==> src/rtl/rsa_ram_pkg.sv <==
// Shared encodings for the RSA RAM port-A arbiter: FSM states, requester IDs, RAM RW levels,
// and the round-robin pick used by the arbiter.
package rsa_ram_pkg;

    typedef logic [1:0] arb_state_t;

    localparam arb_state_t ST_ARB    = 2'd0;
    localparam arb_state_t ST_LOCKED = 2'd1;
    localparam arb_state_t ST_FORCE  = 2'd2;

    localparam logic REQ_CPU = 1'b0;
    localparam logic REQ_RSA = 1'b1;

    localparam logic RAM_READ  = 1'b1;
    localparam logic RAM_WRITE = 1'b0;

    // On a tie the requester that did not win last time gets the port.
    function automatic logic rr_winner(input logic i_cpu, input logic i_rsa, input logic i_last);
        if (i_cpu && i_rsa) begin
            return ~i_last;
        end else if (i_rsa) begin
            return REQ_RSA;
        end
        return REQ_CPU;
    endfunction

endpackage

==> src/rtl/rd_tag_pipe.sv <==
// Read-return tracker: a DEPTH-deep valid+tag shift register that marks which requester
// owns the RAM read data arriving DEPTH cycles after the grant.
module rd_tag_pipe
    import rsa_ram_pkg::*;
#(
    parameter int unsigned DEPTH = 1
) (
    input  logic i_clk,
    input  logic i_reset,
    input  logic i_push,
    input  logic i_tag,
    output logic o_cpu_vld,
    output logic o_rsa_vld
);

    logic [DEPTH-1:0] r_vld;
    logic [DEPTH-1:0] r_tag;

    always_ff @(posedge i_clk) begin
        if (i_reset) begin
            r_vld <= '0;
            r_tag <= '0;
        end else begin
            r_vld[0] <= i_push;
            r_tag[0] <= i_tag;
            for (int unsigned i = 1; i < DEPTH; i++) begin
                r_vld[i] <= r_vld[i-1];
                r_tag[i] <= r_tag[i-1];
            end
        end
    end

    assign o_cpu_vld = r_vld[DEPTH-1] && (r_tag[DEPTH-1] == REQ_CPU);
    assign o_rsa_vld = r_vld[DEPTH-1] && (r_tag[DEPTH-1] == REQ_RSA);

endmodule

==> src/rtl/rsa_ram_arbiter.sv <==
// Port-A arbiter for the operand/result RAM: CPU vs RSA engine, round-robin with an RSA
// burst lock guarded by a watchdog, and tagged fixed-latency read return.
module rsa_ram_arbiter
    import rsa_ram_pkg::*;
#(
    parameter int unsigned ADDR_W   = 7,
    parameter int unsigned DATA_W   = 32,
    parameter int unsigned RD_LAT   = 1,
    parameter int unsigned LOCK_MAX = 256
) (
    input  logic              i_pclk,
    input  logic              i_reset,
    input  logic              i_cpu_req,
    input  logic              i_cpu_we,
    input  logic [ADDR_W-1:0] i_cpu_addr,
    input  logic [DATA_W-1:0] i_cpu_wdata,
    output logic              o_cpu_gnt,
    output logic              o_cpu_rvalid,
    output logic [DATA_W-1:0] o_cpu_rdata,
    input  logic              i_rsa_req,
    input  logic              i_rsa_we,
    input  logic [ADDR_W-1:0] i_rsa_addr,
    input  logic [DATA_W-1:0] i_rsa_wdata,
    input  logic              i_rsa_lock,
    output logic              o_rsa_gnt,
    output logic              o_rsa_rvalid,
    output logic [DATA_W-1:0] o_rsa_rdata,
    output logic [DATA_W-1:0] o_ram_din,
    output logic [ADDR_W-1:0] o_ram_addr,
    output logic              o_ram_rw,
    output logic              o_ram_blk,
    input  logic [DATA_W-1:0] i_ram_dout,
    output logic              o_lock_timeout
);

    localparam int unsigned      CNT_W    = (LOCK_MAX > 1) ? $clog2(LOCK_MAX) : 1;
    localparam logic [CNT_W-1:0] CNT_LAST = CNT_W'(LOCK_MAX - 1);

    arb_state_t        r_state;
    arb_state_t        w_state_nxt;
    logic              r_last;
    logic [CNT_W-1:0]  r_cnt;
    logic [CNT_W-1:0]  w_cnt_nxt;
    logic              r_timeout;
    logic              w_timeout_set;
    logic [DATA_W-1:0] r_cpu_rdata;
    logic [DATA_W-1:0] r_rsa_rdata;

    logic w_cpu_ok;
    logic w_rsa_ok;
    logic w_any;
    logic w_win;
    logic w_push;
    logic w_cpu_vld;
    logic w_rsa_vld;

    // Grants are masked during reset so that every output shows its reset value at once.
    always_comb begin
        w_cpu_ok   = i_cpu_req && !i_reset && (r_state != ST_LOCKED);
        w_rsa_ok   = i_rsa_req && !i_reset;
        w_any      = w_cpu_ok || w_rsa_ok;
        w_win      = rr_winner(w_cpu_ok, w_rsa_ok, r_last);
        o_cpu_gnt  = w_any && (w_win == REQ_CPU);
        o_rsa_gnt  = w_any && (w_win == REQ_RSA);
        o_ram_blk  = ~w_any;
        o_ram_addr = '0;
        o_ram_din  = '0;
        o_ram_rw   = RAM_READ;
        if (o_cpu_gnt) begin
            o_ram_addr = i_cpu_addr;
            o_ram_din  = i_cpu_wdata;
            o_ram_rw   = i_cpu_we ? RAM_WRITE : RAM_READ;
        end else if (o_rsa_gnt) begin
            o_ram_addr = i_rsa_addr;
            o_ram_din  = i_rsa_wdata;
            o_ram_rw   = i_rsa_we ? RAM_WRITE : RAM_READ;
        end
        w_push = w_any && (o_ram_rw == RAM_READ);
    end

    always_comb begin
        w_state_nxt   = r_state;
        w_cnt_nxt     = '0;
        w_timeout_set = 1'b0;
        case (r_state)
            ST_ARB: begin
                if (i_rsa_lock) begin
                    w_state_nxt = ST_LOCKED;
                end
            end
            ST_LOCKED: begin
                if (!i_rsa_lock) begin
                    w_state_nxt = ST_ARB;
                end else if (r_cnt == CNT_LAST) begin
                    w_state_nxt   = ST_FORCE;
                    w_timeout_set = 1'b1;
                end else begin
                    w_cnt_nxt = r_cnt + CNT_W'(1);
                end
            end
            ST_FORCE: begin
                // Lock stays ignored until the engine drops it at least once.
                if (!i_rsa_lock) begin
                    w_state_nxt = ST_ARB;
                end
            end
            default: w_state_nxt = ST_ARB;
        endcase
    end

    always_ff @(posedge i_pclk) begin
        if (i_reset) begin
            r_state     <= ST_ARB;
            r_last      <= REQ_RSA;
            r_cnt       <= '0;
            r_timeout   <= 1'b0;
            r_cpu_rdata <= '0;
            r_rsa_rdata <= '0;
        end else begin
            r_state <= w_state_nxt;
            r_cnt   <= w_cnt_nxt;
            if (w_timeout_set) begin
                r_timeout <= 1'b1;
            end
            if (w_any) begin
                r_last <= w_win;
            end
            if (o_cpu_rvalid) begin
                r_cpu_rdata <= i_ram_dout;
            end
            if (o_rsa_rvalid) begin
                r_rsa_rdata <= i_ram_dout;
            end
        end
    end

    rd_tag_pipe #(
        .DEPTH (RD_LAT)
    ) u_rd_tag_pipe (
        .i_clk     (i_pclk),
        .i_reset   (i_reset),
        .i_push    (w_push),
        .i_tag     (w_win),
        .o_cpu_vld (w_cpu_vld),
        .o_rsa_vld (w_rsa_vld)
    );

    assign o_cpu_rvalid   = w_cpu_vld && !i_reset;
    assign o_rsa_rvalid   = w_rsa_vld && !i_reset;
    assign o_cpu_rdata    = o_cpu_rvalid ? i_ram_dout : r_cpu_rdata;
    assign o_rsa_rdata    = o_rsa_rvalid ? i_ram_dout : r_rsa_rdata;
    assign o_lock_timeout = r_timeout;

endmodule

==> config.mk <==
export PLATFORM = sky130hd
export DESIGN_NAME = rsa_ram_arbiter
export DESIGN_NICKNAME = d
export VERILOG_FILES = /design/src/rtl/rsa_ram_pkg.sv /design/src/rtl/rd_tag_pipe.sv /design/src/rtl/rsa_ram_arbiter.sv
export SDC_FILE = /design/constraint.sdc
export NUM_CORES = 1
export LEC_CHECK = 0
export BUFFER_PORTS_ARGS = -buffer_cell sky130_fd_sc_hd__buf_2
export CORE_MARGIN = 1.5
export CORE_UTILIZATION = 39
export DETAILED_ROUTE_END_ITERATION = 10
export PLACE_DENSITY = 0.77
export SYNTH_ARGS = -nofsm -noshare
export SYNTH_HDL_FRONTEND = slang
export SYNTH_SLANG_ARGS = --single-unit
==> constraint.sdc <==
create_clock -name i_pclk -period 1.5 [get_ports i_pclk]
set_input_delay 0.15 -clock i_pclk [delete_from_list [all_inputs] [get_ports i_pclk]]
set_output_delay 0.15 -clock i_pclk [all_outputs]
set_load 0.01 [all_outputs]
# Word-level counts from Yosys, hierarchy flattened
# Index checks and enable logic that the tools add are counted.
[op_classes]
addsub = 1
multipliers = 0
n_div = 0
magnitude_cmp = 0
n_eq_ne = 7
shifts = 0
n_mux = 23
n_bitwise = 6
reduce_logical = 16
[ops]
columns = ["operator", "n"]
rows = [
  ["32-bit 2-to-1 mux", 4],
  ["7-bit 2-to-1 mux", 2],
  ["1-bit 2-to-1 mux", 12],
  ["1-bit logical AND", 11],
  ["8-bit by 1-bit adder with 8-bit output, second input constant", 1],
  ["8-bit equality test, second input constant", 1],
  ["2-bit 2-to-1 mux", 4],
  ["1-bit inverter", 6],
  ["2-bit case mux with 3 select lines", 1],
  ["2-bit != test, second input constant", 2],
  ["4-bit OR reduction", 1],
  ["3-bit != test, second input constant", 1],
  ["3-bit AND reduction", 1],
  ["2-bit by 1-bit equality test with 1-bit output, second input constant", 1],
  ["2-bit equality test, second input constant", 1],
  ["2-bit zero test", 1],
  ["2-bit by 1-bit != test with 1-bit output, second input constant", 1],
  ["1-bit zero test", 1],
  ["1-bit logical OR", 1],
]
[totals]
ff_bits = 78
latchBits = 0
mem_bits_rw = 0
romBits = 0
out_inout_bits = 110
mem_count = 0

# Longest topological paths before layout
# Gate-level depths: netlist of run 1.
[depth]
depth_word = 10
mapped_depth = 5

# Hierarchy
# Synthesis of run 1 repeated with hierarchy kept, for this count alone.
[unflattened]
hier_cells = 404
hier_area_um2 = 4103.9
[by_module_without_submodules]
columns = ["mod", "instances", "cells_per_inst", "area_each_um2", "seq_area_each_um2"]
rows = [
  ["rsa_ram_arbiter", 1, 398, 4033.9, 1521.5],
  ["rd_tag_pipe", 1, 6, 70.1, 40.0],
]

# Worst setup path after synthesis of run 1
# Ideal clock, no wire load.
[synth_path]
kind = "flip-flop to flip-flop"
from = "register u_rd_tag_pipe.r_vld"
to = "register r_cpu_rdata[22]"
setup_time_ns = 0.114
arrival_time_ns = 1.388
required_time_ns = 1.386
setup_slack_ns = -0.002
path_stages_with_launch = 5
n_path_buf = 1
cell_sequence = "dfxtp_1 -> nor3b_4 -> buf_6 -> mux2_4 -> and2b_1"
[synth_between]
elab_chain_len = 3
[synth_rtl]
columns = ["item", "line", "rtl"]
rows = [
  ["start, declared", "rd_tag_pipe.sv:16", "logic [DEPTH-1:0] r_vld;"],
  ["start signal, assigned by index", "rd_tag_pipe.sv:27", "r_vld[i] <= r_vld[i-1];"],
  ["1-bit logical AND", "rd_tag_pipe.sv:33", "assign o_cpu_vld = r_vld[DEPTH-1] && (r_tag[DEPTH-1] == REQ_CPU);"],
  ["1-bit logical AND", "rsa_ram_arbiter.sv:148", "assign o_cpu_rvalid = w_cpu_vld && !i_reset;"],
  ["named net o_cpu_rvalid", "rsa_ram_arbiter.sv:18", "output logic o_cpu_rvalid,"],
  ["32-bit 2-to-1 mux", "-", ""],
  ["named net o_cpu_rdata[22]", "rsa_ram_arbiter.sv:19", "output logic [DATA_W-1:0] o_cpu_rdata,"],
  ["end signal, assigned", "rsa_ram_arbiter.sv:129", "r_cpu_rdata <= i_ram_dout;"],
  ["end, declared", "rsa_ram_arbiter.sv:46", "logic [DATA_W-1:0] r_cpu_rdata;"],
]
# The timed path passes the listed nets, and every way through them passes these cells.
# A chain may end at the register's enable or synchronous reset.

# Worst setup path in the final report of run 1
[layout_path]
from = "register r_state[1]"
to = "output port o_ram_din[15]"
[layout_between]
elab_chain_len = 8
[layout_rtl]
columns = ["item", "line", "rtl"]
rows = [
  ["start, declared", "rsa_ram_arbiter.sv:39", "arb_state_t r_state;"],
  ["start signal, assigned", "rsa_ram_arbiter.sv:120", "r_state <= w_state_nxt;"],
  ["2-bit by 1-bit != test with 1-bit output *", "rsa_ram_arbiter.sv:59", "w_cpu_ok = i_cpu_req && !i_reset && (r_state != ST_LOCKED);"],
  ["1-bit logical AND *", "rsa_ram_arbiter.sv:59", ""],
  ["1-bit logical AND", "rsa_ram_pkg.sv:19", "if (i_cpu && i_rsa) begin"],
  ["1-bit 2-to-1 mux", "rsa_ram_pkg.sv:19", ""],
  ["1-bit 2-to-1 mux", "rsa_ram_pkg.sv:24", "return REQ_CPU;"],
  ["1-bit logical AND / 1-bit inverter (equally long branches)", "rsa_ram_arbiter.sv:64, rsa_ram_arbiter.sv:63", ""],
  ["32-bit 2-to-1 mux / 1-bit logical AND (equally long branches)", "rsa_ram_arbiter.sv:73, rsa_ram_arbiter.sv:63", ""],
  ["32-bit 2-to-1 mux *", "rsa_ram_arbiter.sv:69", "if (o_cpu_gnt) begin"],
  ["end, declared", "rsa_ram_arbiter.sv:28", "output logic [DATA_W-1:0] o_ram_din,"],
]
# Mark *: on every way between the ends. The rest lies on a longest branch, timed or not.

==> metrics.txt, run 1 <==
failing checks=setup timing; DIE AREA=10,100 um^2; Total Power=4.68 mW; Async SR Flop Fraction=0%; Post-synth top flop=dfxtp_1; CTS H-Tree Depth=3; initial drt markers=148; Worst Setup End Kind=output pin; Final Wtd Congestion=0.900; global route overflow=0; cells after synthesis=326; clk_lat worst skew=350 ps; CP max stage delay=320 ps; CTS buffer count=9; Max Clk Rate=530 MHz; Yosys warning total=0; Die Y=100 um; gr busiest metal=met2; Critical Path Slowest Stage Cell=dfxtp_2; # setup viols final=113; part of the Yosys area used for sequential elements=42.2%; mean routed wirelength per cell=19.9 um; Fin. Hold Viols=0; placement row count=35; CP required=1350 ps; Clock Skew=8.06 ps; switch share=26.0%; Mapped Avg Cell Area=11.3 um^2; max-slew violation count=0; share of power burned in registers=45.4%; Buf/Inv on CP=3; clock share of power=32.5%; PwrDens=737 nW/um^2; DR vias/cell=5.22; setup TNS=-32,750 ps; DRC viols=0; top post-synthesis cells by area=dfxtp_1 42%, mux2_4 12%, a22o_1 9.2%; GR met3 Demand/Resource=5.36%; unrepaired setup endpoints after global routing=yes; Mapped Area=3700 um^2; layout net count=707; worst path arrival time=1740 ps; Hold Crit Class=primary input to flop; outcome=finished with violations; Area after DPL=5070 um^2; placed wire-length estimate=9110 um; Startpoint Class=flop; port buffer count=226; combinational share of power=22.1%; Max transition margin=77.0%; P_sw=1.22 mW; Inst Count DP=660; post-route insts no fill=706; Tot GR Track Use=24.9%; Slew @ Worst Pin=345 ps; Root Driver=clkbuf_8; internal power=3.46 mW; largest net degree at the start of global routing=37; core area=9200 um^2; most common cell in the netlist=dfxtp_1; initial antenna violation count=2; antenna-violating nets left=0; Initial DRT Pass Iterations=4; Leak=3.19 nW; Die X-Extent=100 um; Worst-path clk slew=80 ps; vias=3,685; largest fanout on the critical path=6; vias in the first global route=3,555; final worst setup slack=-388 ps; crit share post-route=126%; critical path type=flop to output pin; fin area=6350 um^2; syn nets=444; Max clock buf depth=2; # hold bufs at CTS=0; routed wire length=14,000 um; synth cell count leaders=78 x dfxtp_1, 39 x a22o_1, 35 x nor2b_1, 29 x and2b_1, 29 x mux2_4; crit path cell chain=nand2b_4 -> a311oi_4 -> buf_6 -> buf_12 -> a22o_1 -> buf_2; I/O pin count=227; Post-synth EDFFs=0; family with the most delay on the worst path=compound AO/OA/AOI/OAI gates; CTS tree=built; area grow syn2layout=71.7%; Yosys reg bits=78; Starting Density=40.2%; leading area contributor after synthesis=dfxtp_1; grt met2 use=44.2%; met1 usage=28.3%; Peak VDD IR=380 uV; global-route wire length before repair=18,900 um; Synth top area share=42.2%; distinct cell type count after synthesis=40; max-cap violations=0; layout cells sized above 1=63.2%; CTS sink count=78; crit path time final=1890 ps
worst reg2reg max path, delay by kind of cell, from the launching register on:
kind          cells  cell delay, ps
flops             1             360
mux               1             310
buf+inv           3             450
simple gates      2             350
layout by cell type, fill, tap and decap left out, types with 2 or more instances in the layout:
cell / netlist / final
a21oi_1: 6 / 5
a22o_1: 39 / 39
and2b_1: 29 / 29
buf_12: 0 / 7
buf_16: 0 / 3
buf_2: 8 / 153
buf_4: 3 / 18
buf_6: 4 / 88
clkbuf_16: 0 / 6
clkbuf_8: 0 / 9
clkinvlp_4: 0 / 3
dfxtp_1: 78 / 73
dfxtp_2: 0 / 3
dfxtp_4: 0 / 2
diode_2: 0 / 2
inv_1: 6 / 6
mux2_2: 23 / 7
mux2_4: 29 / 58
nand2_1: 2 / 2
nand2b_1: 3 / 2
nand2b_4: 0 / 2
nand3_1: 3 / 2
nand4_1: 2 / 2
nor2_1: 6 / 6
nor2b_1: 35 / 33
nor2b_4: 0 / 2
o21ai_0: 2 / 2
o22ai_1: 2 / 2
or2_2: 3 / 2
or3_1: 2 / 2
xnor2_1: 2 / 2
cells by family (layout without fill, tap and decap cells):
kind of cell    Yosys count  in the layout  synth area share, %
simple gates             92             92                 17.0
flops                    78             78                 42.2
mux                      65             65                 22.7
compound gates           58             58                 12.8
buf+inv                  30            297                 4.43
xor+xnor                  2              2                0.474
fa+ha+maj                 1              1                0.338
other cells               0              2                    0
final cells by class:
| cell class | count | area (um^2) |
|---|---|---|
| Fill cell | 665 | 2850 |
| Timing Repair Buffer | 276 | 2280 |
| Multi-Input combinational cell | 218 | 2140 |
| Sequential cell | 78 | 1570 |
| Tap cell | 111 | 139 |
| Clock buffer | 10 | 128 |
| Clock inverter | 5 | 61.3 |
| Inverter | 6 | 22.5 |
| Antenna cell | 2 | 5.00 |
power groups by stage:
stage	Clock, mW	Sequential (mW)	Combinational, mW
floorplan	0	2.17	0.375
finish	1.52	2.12	1.03
CTS	1.56	2.12	0.916
detailed placement	0	2.17	0.768
global placement	0	2.17	0.757
global route	1.66	2.13	1.08
repair_timing:
item                                   in CTS  in global routing
endpoints found under the hold margin       0                  0
setup endpoints to repair                 110                125
pin swaps                                   6                 11
cloned                                      5                 11
buffers inserted                            6                  9
gates resized for setup                    95                 48
through the flow:
| stage | hold WS, ps | utilization (%) | worst slack (ps) |
|---|---|---|---|
| after global placement | 446 | 55.1 | -25.5 |
| after CTS | 69.8 | 64.1 | -376 |
| final | 81.3 | 69.0 | -388 |
| after detailed placement | 446 | 55.1 | -139 |
| after floorplan | 267 | - | 26.8 |
| after global routing | 92.1 | 69.0 | -416 |
path summary, 6_finish.rpt:
kind | from | endpoint | slack [ps] | depth (start not counted)
max | r_state[1]$_SDFFE_PP0P_ | o_ram_din[15] | -390 | 6
min | i_rsa_lock | r_state[0]$_SDFFE_PP0P_ | 80 | 3
max reg2reg | u_rd_tag_pipe.r_tag$_SDFF_PP0_ | r_cpu_rdata[9]$_SDFF_PP0_ | -70 | 6
min reg2reg | o_lock_timeout$_SDFFE_PP0P_ | o_lock_timeout$_SDFFE_PP0P_ | 480 | 2
flip-flops by register name (all words and copies together), names as in the netlist:
name / count
r_cnt: 8
r_rsa_rdata: 32
r_last: 1
r_cpu_rdata: 32
r_state: 2
u_rd_tag_pipe.r_tag: 1
u_rd_tag_pipe.r_vld: 1
o_lock_timeout: 1
routing by layer:
metal  routed length (um)  part of all wire [%]  vias up
met5                    0                     0        -
met4                  494                   3.5        0
met3                  815                   5.8       32
met2                 7370                    53      184
met1                 5350                    38     1786
li1                     -                     -     1683
(Power assumes the default switching activity.)
==> run 2: changes to the inputs <==
--- a/config.mk
+++ b/config.mk
@@ -7,9 +7,10 @@
 export LEC_CHECK = 0
 export BUFFER_PORTS_ARGS = -buffer_cell sky130_fd_sc_hd__buf_2
 export CORE_MARGIN = 1.5
-export CORE_UTILIZATION = 39
+export CORE_UTILIZATION = 40
+export CTS_BUF_LIST = sky130_fd_sc_hd__clkbuf_8
 export DETAILED_ROUTE_END_ITERATION = 10
-export PLACE_DENSITY = 0.77
+export PLACE_DENSITY = 0.78
 export SYNTH_ARGS = -nofsm -noshare
 export SYNTH_HDL_FRONTEND = slang
 export SYNTH_SLANG_ARGS = --single-unit
==> run 2 against run 1 <==
The flow still finishes with violations (setup timing). Maximum frequency rose by 2.2%. Final cell count is 0.99% lower. Sequential cell count unchanged. Worst hold slack better by 4.0 ps. Worst setup slack improved by 41 ps. Power decreased by 1.0%. First-iteration DRC count down 29%. Critical path type unchanged.
==> metrics.txt, run 2 (same netlist as run 1, synthesis figures left out) <==
outcome=finished with violations; failing checks=setup timing; Clock Skew=11.1 ps (+2.99 ps); P_sw=1.30 mW (+6.8%); CTS tree=built; largest fanout on the critical path=10 (+4); internal power=3.33 mW (-3.8%); I/O pin count=227 (unchanged); Leak=3.20 nW (+0.28%); crit share post-route=123% (-2.8 points); Worst-path clk slew=100 ps (+20 ps); most common cell after layout, fill and taps aside=buf_2; DR vias/cell=5.10 (-2.4%); Area after DPL=5020 um^2 (-0.91%); post-route insts no fill=699 (-0.99%); critical path type=flop to output pin; Root Driver=clkbuf_8; DIE AREA=9830 um^2 (-2.4%); port buffer count=226 (unchanged); core area=8850 um^2 (-3.8%); Max clock buf depth=2 (unchanged); max-cap violations=0 (unchanged); multi-input logic area=2140 um^2 (+0.23%); Starting Density=41.8% (+1.6 points); initial antenna violation count=1 (-1); Peak VDD IR=504 uV (+33%); initial drt markers=105 (-29%); mean routed wirelength per cell=18.5 um (-7.0%); layout cells sized above 1=62.9% (-0.36 points); Final Wtd Congestion=0.883 (-2.0%); final core utilization=71.4% (+2.4 points); vias=3,562 (-3.3%); unrepaired setup endpoints after global routing=yes; Worst Setup End Kind=output pin; Fin Hold WS=85.4 ps (+4.03 ps); setup TNS=-32,670 ps (+79.8 ps); global-route wire length before repair=18,100 um (-4.6%); clock share of power=32.6% (about the same); Fillers=639 (-3.9%); DRC viols=0 (unchanged); global route overflow=0 (unchanged); switch share=28.1% (+2.1 points); Hold Crit Class=primary input to flop; PwrDens=732 nW/um^2 (-0.59%); share of power burned in registers=45.9% (+0.5 points); Startpoint Class=flop; CTS H-Tree Depth=3 (unchanged); final worst setup slack=-347 ps (+41.4 ps); commonest non-fill, non-tap cells in the layout=157 x buf_2, 86 x buf_6, 73 x dfxtp_1, 64 x mux2_4, 39 x a22o_1; layout net count=703 (-0.57%); Tot GR Track Use=23.4% (-1.5 points); crit path time final=1850 ps (-41.4 ps); placement row count=34 (-2.9%); routed wire length=12,900 um (-7.9%); CTS buffer count=9 (unchanged); CTS sink count=78 (unchanged); max-slew violation count=0 (unchanged); clk_lat worst skew=350 ps (about the same); Inst Count DP=653 (-1.1%); Fin. Hold Viols=0 (unchanged); antenna-violating nets left=0 (unchanged); placed wire-length estimate=7390 um (-19%); Max transition margin=76.9% (-0.12 points); largest net degree at the start of global routing=37 (unchanged); vias in the first global route=3,656 (+2.8%); Max Clk Rate=541 MHz (+2.2%); Die Y=99.1 um (-1.2%); Slew @ Worst Pin=347 ps (+1.83 ps); CP required=1350 ps (about the same); Top Registers=r_cpu_rdata x32, r_rsa_rdata x32, r_cnt x8; worst path arrival time=1700 ps (-40 ps); # hold bufs at CTS=0 (unchanged); # setup viols final=114 (+0.88%); Initial DRT Pass Iterations=4 (unchanged); fin area=6320 um^2 (-0.43%); combinational share of power=21.5% (-0.6 points); Register Area=1570 um^2 (-0.32%); Die X-Extent=99.1 um (-1.2%); area grow syn2layout=70.9%
==> run 2: cell count changes in the layout (fill, tap and decap cells not counted), moves of 3 or more <==
cell	change
buf_4	-6
mux2_2	-6
mux2_4	+6
buf_16	+4
buf_2	+4
inv_6	+3
==> run 2: metal layers <==
| metal | global-route usage, % | routed length (um) | vias to the layer above |
|---|---|---|---|
| met4 | 7.69 | 304 | 0 |
| li1 | - | - | 1676 |
| met3 | 3.79 | 774 | 27 |
| met1 | 26.7 | 4840 | 1689 |
| met2 | 44.4 | 7010 | 170 |
| met5 | 0 | 0 | - |
==> run 2: what timing repair did <==
action,4_1_cts,5_1_grt
resized for setup,110,31
setup endpoints to repair,109,136
gates cloned,7,6
pin swaps,4,6
buffers inserted,10,9
==> run 2: power groups by stage <==
stage	logic, mW	clock network [mW]	registers, mW
floorplan	0.375	0	2.17
global placement	0.719	0	2.17
detailed placement	0.736	0	2.17
CTS	0.920	1.55	2.12
global route	1.05	1.64	2.13
finish	0.994	1.51	2.12
==> run 2: final cells by class <==
class,instances,share of cell area [%]
clock inverters,7,0.970
multi-input cells,218,33.9
diodes,1,0.0396
inverters,6,0.356
repair buffers,272,35.8
flip-flops and latches,78,24.8
clock buffers,9,1.96
well taps,108,2.14
==> run 2: worst max-delay path: stages, from the launching register on <==
cell and delay [ps]:
dfxtp_2 330, buf_6 120, a311oi_4 280, buf_6 200
clkbuf_16 170, a22o_1 130, buf_2 130
==> run 2: through the flow <==
step,setup WS (ps),total power [mW]
after global placement,-11.3,2.89
after detailed placement,-47.6,2.90
after floorplan,26.8,2.54
after CTS,-365,4.59
final,-347,4.63
after global routing,-424,4.82
==> run 2: path summary, 6_finish.rpt <==
path | start | slack, ps | cells past startpoint | end
max | r_last$_SDFFE_PP1P_ | -350 | 6 | o_ram_din[1]
min | i_rsa_lock | 90 | 3 | r_state[0]$_SDFFE_PP0P_
max reg2reg | u_rd_tag_pipe.r_tag$_SDFF_PP0_ | -130 | 7 | r_cpu_rdata[14]$_SDFF_PP0_
min reg2reg | o_lock_timeout$_SDFFE_PP0P_ | 470 | 2 | o_lock_timeout$_SDFFE_PP0P_
